$ cat src/rtl/memory_controller.sv
// memory_controller: byte-serial bridge between the load/store buffer (LSB),
// the instruction-fetch unit (IF) and the 8-bit unified RAM/IO bus.
// One word/halfword/byte request is served at a time. Loads are assembled
// little-endian and sign/zero-extended. Stores are written byte by byte.
// The LSB has priority over fetch. A misprediction clear aborts reads only.
//
// Ports
//   clk_in, rst_in (async, active-low), rdy_in (global pause)
//   clear_signal                    misprediction flush
//   lsb_signal/wr/signed/len/addr/dout -> lsb_din, lsb_done
//   if_signal/if_addr               -> if_din, if_done
//   mem_din                         -> mem_dout, mem_a, mem_wr
//   io_buffer_full                  IO write back-pressure
module memory_controller #(
    parameter logic [1:0] IO_SEL = 2'b11
) (
    input  logic        clk_in,
    input  logic        rst_in,
    input  logic        rdy_in,
    input  logic        clear_signal,
    input  logic        lsb_signal,
    input  logic        lsb_wr,
    input  logic        lsb_signed,
    input  logic [1:0]  lsb_len,
    input  logic [31:0] lsb_addr,
    input  logic [31:0] lsb_dout,
    output logic [31:0] lsb_din,
    output logic        lsb_done,
    input  logic        if_signal,
    input  logic [31:0] if_addr,
    output logic [31:0] if_din,
    output logic        if_done,
    input  logic [7:0]  mem_din,
    output logic [7:0]  mem_dout,
    output logic [31:0] mem_a,
    output logic        mem_wr,
    input  logic        io_buffer_full
);

    localparam int unsigned AW = 32;
    localparam int unsigned DW = 32;
    localparam int unsigned BW = 8;
    localparam int unsigned CW = 3;

    typedef enum logic [1:0] {
        ST_IDLE,
        ST_READ,
        ST_WRITE,
        ST_DONE
    } state_t;

    state_t          state, state_d;
    logic [CW-1:0]   cnt, cnt_d;
    logic            owner_lsb, owner_lsb_d;
    logic [AW-1:0]   req_addr, req_addr_d;
    logic [DW-1:0]   req_data, req_data_d;
    logic [CW-1:0]   req_len, req_len_d;
    logic            req_signed, req_signed_d;
    logic [DW-1:0]   rd_word, rd_word_d;
    logic [AW-1:0]   mem_a_d;
    logic [BW-1:0]   mem_dout_d;
    logic            mem_wr_q, mem_wr_d;
    logic [DW-1:0]   lsb_din_d, if_din_d;
    logic            lsb_done_d, if_done_d;

    logic            io_stall;
    logic [AW-1:0]   next_addr;
    logic [BW-1:0]   next_byte;
    logic [DW-1:0]   merged;

    // Byte count of a request: 10 is treated as a full word.
    function automatic logic [CW-1:0] decode_len(input logic [1:0] len);
        case (len)
            2'b00:   return CW'(1);
            2'b01:   return CW'(2);
            default: return CW'(4);
        endcase
    endfunction

    // Sign- or zero-extend the assembled load to 32 bits.
    function automatic logic [DW-1:0] extend(input logic [DW-1:0] w,
                                             input logic [CW-1:0] n,
                                             input logic          sgn);
        case (n)
            CW'(1):  return sgn ? {{24{w[7]}}, w[7:0]}   : {24'h0, w[7:0]};
            CW'(2):  return sgn ? {{16{w[15]}}, w[15:0]} : {16'h0, w[15:0]};
            default: return w;
        endcase
    endfunction

    // A write to IO space is held off while the IO buffer is full.
    assign io_stall  = io_buffer_full && (mem_a[17:16] == IO_SEL);
    assign mem_wr    = mem_wr_q && rdy_in && !io_stall;

    assign next_addr = req_addr + AW'(cnt) + AW'(1);
    assign next_byte = BW'(req_data >> {cnt + CW'(1), 3'b000});

    // The byte on mem_din belongs to the address presented one edge earlier.
    always_comb begin
        merged = rd_word;
        case (cnt)
            CW'(1):  merged[7:0]   = mem_din;
            CW'(2):  merged[15:8]  = mem_din;
            CW'(3):  merged[23:16] = mem_din;
            CW'(4):  merged[31:24] = mem_din;
            default: ;
        endcase
    end

    // Next-state and register-input logic; everything holds while rdy_in is low.
    always_comb begin
        state_d      = state;
        cnt_d        = cnt;
        owner_lsb_d  = owner_lsb;
        req_addr_d   = req_addr;
        req_data_d   = req_data;
        req_len_d    = req_len;
        req_signed_d = req_signed;
        rd_word_d    = rd_word;
        mem_a_d      = mem_a;
        mem_dout_d   = mem_dout;
        mem_wr_d     = mem_wr_q;
        lsb_din_d    = lsb_din;
        if_din_d     = if_din;
        lsb_done_d   = lsb_done;
        if_done_d    = if_done;

        if (rdy_in) begin
            case (state)
                ST_IDLE: begin
                    if (lsb_signal) begin
                        owner_lsb_d  = 1'b1;
                        req_addr_d   = lsb_addr;
                        req_data_d   = lsb_dout;
                        req_len_d    = decode_len(lsb_len);
                        req_signed_d = lsb_signed;
                        rd_word_d    = '0;
                        mem_a_d      = lsb_addr;
                        cnt_d        = '0;
                        if (lsb_wr) begin
                            mem_dout_d = lsb_dout[7:0];
                            mem_wr_d   = 1'b1;
                            state_d    = ST_WRITE;
                        end else begin
                            mem_wr_d   = 1'b0;
                            state_d    = ST_READ;
                        end
                    end else if (if_signal) begin
                        owner_lsb_d  = 1'b0;
                        req_addr_d   = if_addr;
                        req_data_d   = '0;
                        req_len_d    = CW'(4);
                        req_signed_d = 1'b0;
                        rd_word_d    = '0;
                        mem_a_d      = if_addr;
                        cnt_d        = '0;
                        mem_wr_d     = 1'b0;
                        state_d      = ST_READ;
                    end
                end

                ST_READ: begin
                    if (clear_signal) begin
                        // Abort wins even over a completing read.
                        mem_wr_d = 1'b0;
                        cnt_d    = '0;
                        state_d  = ST_IDLE;
                    end else begin
                        rd_word_d = merged;
                        if (cnt < req_len - CW'(1)) begin
                            mem_a_d = next_addr;
                        end
                        if (cnt == req_len) begin
                            if (owner_lsb) begin
                                lsb_din_d  = extend(merged, req_len, req_signed);
                                lsb_done_d = 1'b1;
                            end else begin
                                if_din_d   = merged;
                                if_done_d  = 1'b1;
                            end
                            state_d = ST_DONE;
                        end else begin
                            cnt_d = cnt + CW'(1);
                        end
                    end
                end

                ST_WRITE: begin
                    // Stores ignore clear; a stalled byte is simply re-driven.
                    if (!io_stall) begin
                        if (cnt == req_len - CW'(1)) begin
                            mem_wr_d   = 1'b0;
                            lsb_done_d = 1'b1;
                            state_d    = ST_DONE;
                        end else begin
                            mem_a_d    = next_addr;
                            mem_dout_d = next_byte;
                            cnt_d      = cnt + CW'(1);
                        end
                    end
                end

                ST_DONE: begin
                    // Cool-down cycle so the requester can drop its signal.
                    lsb_done_d = 1'b0;
                    if_done_d  = 1'b0;
                    state_d    = ST_IDLE;
                end

                default: begin
                    mem_wr_d = 1'b0;
                    state_d  = ST_IDLE;
                end
            endcase
        end
    end

    // State and output registers.
    always_ff @(posedge clk_in or negedge rst_in) begin
        if (!rst_in) begin
            state      <= ST_IDLE;
            cnt        <= '0;
            owner_lsb  <= 1'b0;
            req_addr   <= '0;
            req_data   <= '0;
            req_len    <= '0;
            req_signed <= 1'b0;
            rd_word    <= '0;
            mem_a      <= '0;
            mem_dout   <= '0;
            mem_wr_q   <= 1'b0;
            lsb_din    <= '0;
            if_din     <= '0;
            lsb_done   <= 1'b0;
            if_done    <= 1'b0;
        end else begin
            state      <= state_d;
            cnt        <= cnt_d;
            owner_lsb  <= owner_lsb_d;
            req_addr   <= req_addr_d;
            req_data   <= req_data_d;
            req_len    <= req_len_d;
            req_signed <= req_signed_d;
            rd_word    <= rd_word_d;
            mem_a      <= mem_a_d;
            mem_dout   <= mem_dout_d;
            mem_wr_q   <= mem_wr_d;
            lsb_din    <= lsb_din_d;
            if_din     <= if_din_d;
            lsb_done   <= lsb_done_d;
            if_done    <= if_done_d;
        end
    end

endmodule

$ cat config.mk
export PLATFORM = sky130hd
export DESIGN_NAME = memory_controller
export DESIGN_NICKNAME = d
export VERILOG_FILES = /design/src/rtl/memory_controller.sv
export SDC_FILE = /design/constraint.sdc
export NUM_CORES = 1
export LEC_CHECK = 0
export BUFFER_PORTS_ARGS = -buffer_cell sky130_fd_sc_hd__buf_2
export CORE_ASPECT_RATIO = 0.6
export CORE_MARGIN = 2
export CORE_UTILIZATION = 45
export DETAILED_ROUTE_END_ITERATION = 16
export GPL_TIMING_DRIVEN = 0
export PLACE_DENSITY = 0.66
export SYNTH_ARGS = -nofsm -noshare
export SYNTH_HDL_FRONTEND = slang
export SYNTH_SLANG_ARGS = --single-unit
$ cat constraint.sdc
create_clock -name clk_in -period 3.35 [get_ports clk_in]
set_input_delay 0.5025 -clock clk_in [delete_from_list [all_inputs] [get_ports clk_in]]
set_output_delay 0.5025 -clock clk_in [all_outputs]
set_load 0.02 [all_outputs]
After elaboration in Yosys (flattened, before gate mapping)
Cells that the tools add are included.

Add/subtract/negate cells: 4. Multipliers: 0. Divide/modulo/power cells: 0. Order comparisons: 1. Equal/unequal tests: 27. Shift operators: 1. Mux-type cells: 61. Bitwise operators: 2. Reduce and logical (&&, ||, !) cells: 23.

Operator list (number): 2-to-1 mux 32 bit (12); case mux 32 bit (2 select lines) (2); case mux 32 bit (3 select lines) (1); 2-to-1 mux 8 bit (8); adder 32 x 1 -> 32 bit, second input constant (1); adder 32 x 3 -> 32 bit (1); >> shifter 32 x 6 -> 8 bit (1); 2-to-1 mux 3 bit (8); != test 2 bit, second input constant (11); AND reduction 5 bit (4); AND reduction 6 bit (3); 2-to-1 mux 1 bit (16); case mux 8 bit (2 select lines) (1); 2-to-1 mux 2 bit (7); AND reduction 7 bit (2); == test 3 x 2 -> 1 bit, second input constant (3); != test 3 bit, second input constant (3); case mux 3 bit (3 select lines) (1); case mux 2 bit (4 select lines) (1); nonzero test 2 bit (4); == test 2 bit, second input constant (3); == test 3 x 1 -> 1 bit, second input constant (2); == test 3 bit (2); case mux 1 bit (3 select lines) (2); other kinds (14) (20).

Register bits after elaboration: 213. Bits in latches: 0. Memory bits (writable): 0. ROM bits: 0. Bits of input ports: 115. Output and inout port bits: 107. Logic and storage cells: 134. Memories: 0.

Depth between registers and ports, before layout
Depth in word-level cells: 5. Depth in mapped cells: 11. Depth with buffers taken out: 9.

Least setup slack after synthesis
OpenSTA, ideal clock, no wires.

Path type: flip-flop to flip-flop. Start: reg cnt[0]. End: reg mem_a[26]. Library setup time: 0.134 ns. Arrival: 2.751 ns. Required time: 3.216 ns. Setup slack: 0.465 ns. Stages on the path, launching flop included: 11. Cell sequence: dfrtp_1 > buf_1 > inv_1 > ha_1 > inv_1 > fa_1 > a21oi_1 > or4_4 > nor4_1 > xnor2_1 > o211ai_2.

Cells in the longest elaborated chain, start to end: 5.

RTL lines: from (decl) (line 53) `logic [CW-1:0] cnt, cnt_d;`; from (signal assigned) (line 238) `cnt <= cnt_d;`; adder 32 x 3 -> 32 bit (line 95) `assign next_addr = req_addr + AW'(cnt) + AW'(1);`; adder 32 x 1 -> 32 bit (line 95); 2-to-1 mux 32 bit (on tied branches) (line 191, 170); 2-to-1 mux 32 bit (on tied branches) (line 190, 163); case mux 32 bit (3 select lines) (line 129) `case (state)`; to (signal assigned) (line 245) `mem_a <= mem_a_d;`; to (decl) (line 35) `output logic [31:0] mem_a,`.

Several ways; a longest one is shown, not always the timed one. The select of a mux whose other input is x is not followed. A chain may end at the register's enable or synchronous reset.

Worst setup path after layout
Start: reg cnt[0]. End: reg if_din[13].

Cells in the longest elaborated chain, start to end: 2.

RTL lines: == test 3 bit or == test 3 x 2 -> 1 bit (tied branches) (line 173, 101); AND reduction 5 bit (no line) or 2-to-1 mux 8 bit (tied branches); to (signal assigned) (line 249) `if_din <= if_din_d;`; to (decl) (line 31) `output logic [31:0] if_din,`.

Several ways; a longest one is shown, not always the timed one.

==> results.md <==
Power:
- The share of total power dissipated in combinational logic is 0.427.
- Of the total power, the share spent switching nets is 0.417.
- Across the VDD grid, the largest voltage drop is 0.406 mV.
- The sequential share of power is 0.371.
- For this design the static power due to leakage is 5.97 nW.
- The internal power of the cells totals roughly 6.8 mW.
- The power spent charging and discharging nets is 4.85 mW.
- The power consumption is around 12 mW.
- Of the total power, the clock network draws 0.202.
- The power density relative to cell area is 931 mW/mm2.

Detailed routing:
- The number of remaining DRC errors is 0.
- The first detailed-routing pass took 5 iterations.
- Wires add up to 31,400 um.
- The total via count in the routed design is between 8,000 and 9,000.
- The routed via count divided by cell count is 5.62.
- In this run, the number of DRC markers left after iteration 0 of detailed routing was between 700 and 800.
- In the final routed layout, each cell accounts on average for 20.0 um.
- Once detail routing completed, the nets flagged for antenna violations numbered 0.

Synth:
- The cell area after technology mapping is between 0.01 and 0.015 mm2.
- Of all flip-flops after synthesis, the portion carrying an async set or reset was 1.00.
- The gate count after technology mapping is approximately 1,000.
- Among all cell types in the netlist, the one instantiated most often is dfrtp_1.
- For this run, the leading register cell type out of synthesis is dfrtp_1.
- The synthesis-stage register bit count is about 210.
- The largest area contributor in the netlist is dfrtp_1.
- The mean post-synth cell area is approximately 10 um2.
- The count of different cell masters after synthesis is 50.
- The fraction of synthesized cell area taken by the top area cell type is 0.521.
- The commonest cells after synthesis are dfrtp_1, nand2_1, nor2_1.
- Of the synthesized area, sequential elements account for 0.521.
- The yosys synthesis warning count is 0.
- Counting flops with a built-in enable in the synthesized netlist gives 0.
- The net count of the mapped netlist is approximately 1,100.
- Ranked by total cell area, the synthesized netlist is headed by dfrtp_1, mux2i_1, nand2_1.

Critical path:
- The kind of cell adding the most delay to the critical path is buffers and inverters.
- The signal on the critical path passes through buf_2 -> inv_1 -> ha_1 -> or3_1 -> nor3_4 -> clkbuf_1 -> a21oi_1.
- The slack of the worst reg-to-reg path is around 0.27 ns.
- The worst-path maximum fanout is 10.
- The critical path arrival is about 3.4 ns.
- The worst setup path is captured at a flop.
- The end of the worst register-to-register path is if_din[13]$_DFFE_PN0P_.
- The startpoint identified for the worst register-to-register timing path is cnt[0]$_DFFE_PN0P_.
- The total buffers and inverters traversed by the critical path is 3.
- On the worst path, the slowest cell contributes a delay of roughly 0.5 ns.
- For the worst setup path, the data required time is roughly 3.7 ns.
- STA classifies the critical path startpoint as a flop.
- The slowest stage of the critical path belongs to the cell clkbuf_1.
- The critical path class is flop to flop.
- The number of cells on the worst reg-to-reg path is 7.

Clocking:
- Clock tree synthesis inserted a total of 21 buffers.
- After clock tree synthesis, the clock-pin slew on the worst setup and hold paths is ~0.06 ns.
- The clock tree from TritonCTS is yes.
- The H-tree depth is 1.
- The number of clock sinks seen by CTS is 213.
- The clock latency on the worst-skew pair is 0.51 ns.
- The cell at the root of the clock tree is clkbuf_16.
- In this run the deepest clock path goes through 3 buffers.

STA:
- The measured slew at the worst slew-check pin is around 1.3 ns.
- The aggregate negative setup slack is 0 ns.
- The achievable frequency is between 300 and 400 MHz.
- The number of hold violations in the final report is 0.
- The final setup violation count is 0.
- Dividing the final minimum period by the clock period gives 0.918.
- Clock skew on the completed layout was measured at about 0.020 ns.
- The worst path in the final design needs a cycle of 3.08 ns, including I/O delays and setup.
- Measured against its own limit, the worst slew margin works out to 0.122.
- The max-slew violation count was 0.
- The worst path meets setup with about 0.27 ns of slack.
- Setup repair after global routing left no endpoint under its margin.

Placed design:
- The post-placement cell area is between 0.01 and 0.015 mm2.
- The worst setup timing slack at the placement stage is -0.417 ns.
- The final weighted congestion in routability-driven placement is about 0.95.
- The sum of net half-perimeters after detailed placement is 23,000 um.
- The total of buffers placed on input and output ports is around 220.

Global route:
- The first-pass GRT wire length is roughly 48,000 um.
- The maximum number of pins on one net before global-route repair is roughly 120.
- The number of global-route vias before repair is between 8,000 and 9,000.
- After global routing, the most crowded layer is met1.
- For this run the aggregate overflow at the end of global routing stands at 0.
- The met3 usage in global routing is 0.0480.
- The initial antenna violation count was 3.
- The total routing usage reported by global routing is 0.264.
- In the global route stage, met1 resource usage came out at 0.452.
- In the global route stage, met2 resource usage came out at 0.332.

Outcome:
- The flow ran to the end, and the final reports show no timing, DRC or antenna violations.

Min path:
- The worst min-delay path category is primary input to async pin.

Die:
- The initialized floorplan defines 42 standard-cell rows.
- The die is about 120 um tall.
- The initial utilization of the core area, before any placement, comes to 0.462.
- The die extent in x is a little under 200 um.
- The die footprint is 0.0240 mm2.
- The area inside the core boundary is 0.0222 mm2.
- The boundary pin count is about 220.

Finish:
- Relative to the synthesized area, the layout overhead comes to 21.9%.
- The number of nets at the end of the flow is 1,382.
- In the final layout, the share of cells above drive strength 1 is 0.247.
- The cell area after layout is ~0.012 mm2.

Run:
- The reported max-cap violation count is 0.
## layout by cell type (no fill, tap or decap), drive strengths merged, types with 2 or more instances in the layout
cell and n:
nand2 106, xor2 22, mux2i 65, o22ai 7
or4 2, buf 245, a31o 3, nor4 7
a22o 43, and4 2, o31ai 3, o211ai 23
dfrtp 213, nor4b 2, mux4 8, nand2b 19
o21ai 71, mux2 14, clkinv 3, nand3b 2
nor2 100, and3 5, nor2b 12, a21oi 65
nand3 20, or3 11, nor3 9, a31oi 26
nand4 13, xnor2 8, o21a 8, inv 17
clkbuf 77, ha 19
## metrics by stage
stage / util / hold slack (ns) / cells
2_1_floorplan: - / 0.207 / 1000
3_3_place_gp: 0.529 / 0.454 / 1529
3_5_place_dp: 0.531 / 0.458 / 1530
4_1_cts: 0.562 / 0.118 / 1569
5_1_grt: 0.563 / 0.168 / 1569
6_report: 0.563 / 0.0884 / 1570
## registers in the layout, summed over array words and instances (netlist names)
name,flops
lsb_din,32
rd_word,32
if_done,1
owner_lsb,1
cnt,3
mem_wr_q,1
req_signed,1
if_din,32
req_len,3
mem_dout,8
mem_a,32
req_addr,32
state,2
req_data,32
lsb_done,1
## layout make-up
type	count	area (um2)
Fill cell	2009	9690
Sequential cell	213	5330
Multi-Input combinational cell	705	4600
Timing Repair Buffer	224	1160
Clock buffer	32	607
Tap cell	308	385
Buffer	66	287
Inverter	16	60.1
Clock inverter	5	57.6
Antenna cell	1	2.50
## power groups by stage
| stage | Sequential, mW | Clock, mW | Combinational, mW |
|---|---|---|---|
| after floorplan | 4.92 | 0 | 2.55 |
| after global placement | 4.32 | 0 | 4.80 |
| after detailed placement | 4.33 | 0 | 4.88 |
| after CTS | 4.30 | 2.39 | 4.92 |
| after global routing | 4.42 | 2.48 | 5.44 |
| final | 4.32 | 2.35 | 4.96 |
## kinds of logic after synthesis
| kind of cell | Yosys count | share of synthesized area |
|---|---|---|
| AOI/OAI and AO/OA | 255 | 0.157 |
| xor gates and xnor gates | 30 | 0.0257 |
| adders and majority gates | 20 | 0.0252 |
| buffers and inverters | 82 | 0.0330 |
| DFF | 213 | 0.521 |
| muxes | 87 | 0.0965 |
| and+or+nand+nor | 313 | 0.142 |
## metal layers
layer | up-vias | share of wire
met5 | - | 0.00067
met2 | 379 | 0.38
met3 | 36 | 0.087
li1 | 4061 | -
met4 | 4 | 0.015
met1 | 4351 | 0.52
## worst max path at each step
stage,startpoint,to,slack [ns],cells after the start
after floorplan,cnt[0]$_DFFE_PN0P_,mem_a[26]$_DFFE_PN0P_,0.46,10
after global placement,rst_in,lsb_din[6]$_DFFE_PN0P_,-2.02,1
after detailed placement,cnt[0]$_DFFE_PN0P_,mem_a[24]$_DFFE_PN0P_,-0.42,10
after CTS,cnt[0]$_DFFE_PN0P_,if_din[13]$_DFFE_PN0P_,0.07,7
after global routing,cnt[0]$_DFFE_PN0P_,if_din[17]$_DFFE_PN0P_,0.005,7
final,cnt[0]$_DFFE_PN0P_,if_din[13]$_DFFE_PN0P_,0.27,7
## repair_timing
action	CTS	global route
hold buffers	0	0
gates resized for setup	4	10
endpoints found under the setup margin	103	79
buffers inserted	2	0
pin swaps	1	0
gates cloned	0	0
Note: power is estimated with default switching activity, not from simulation.
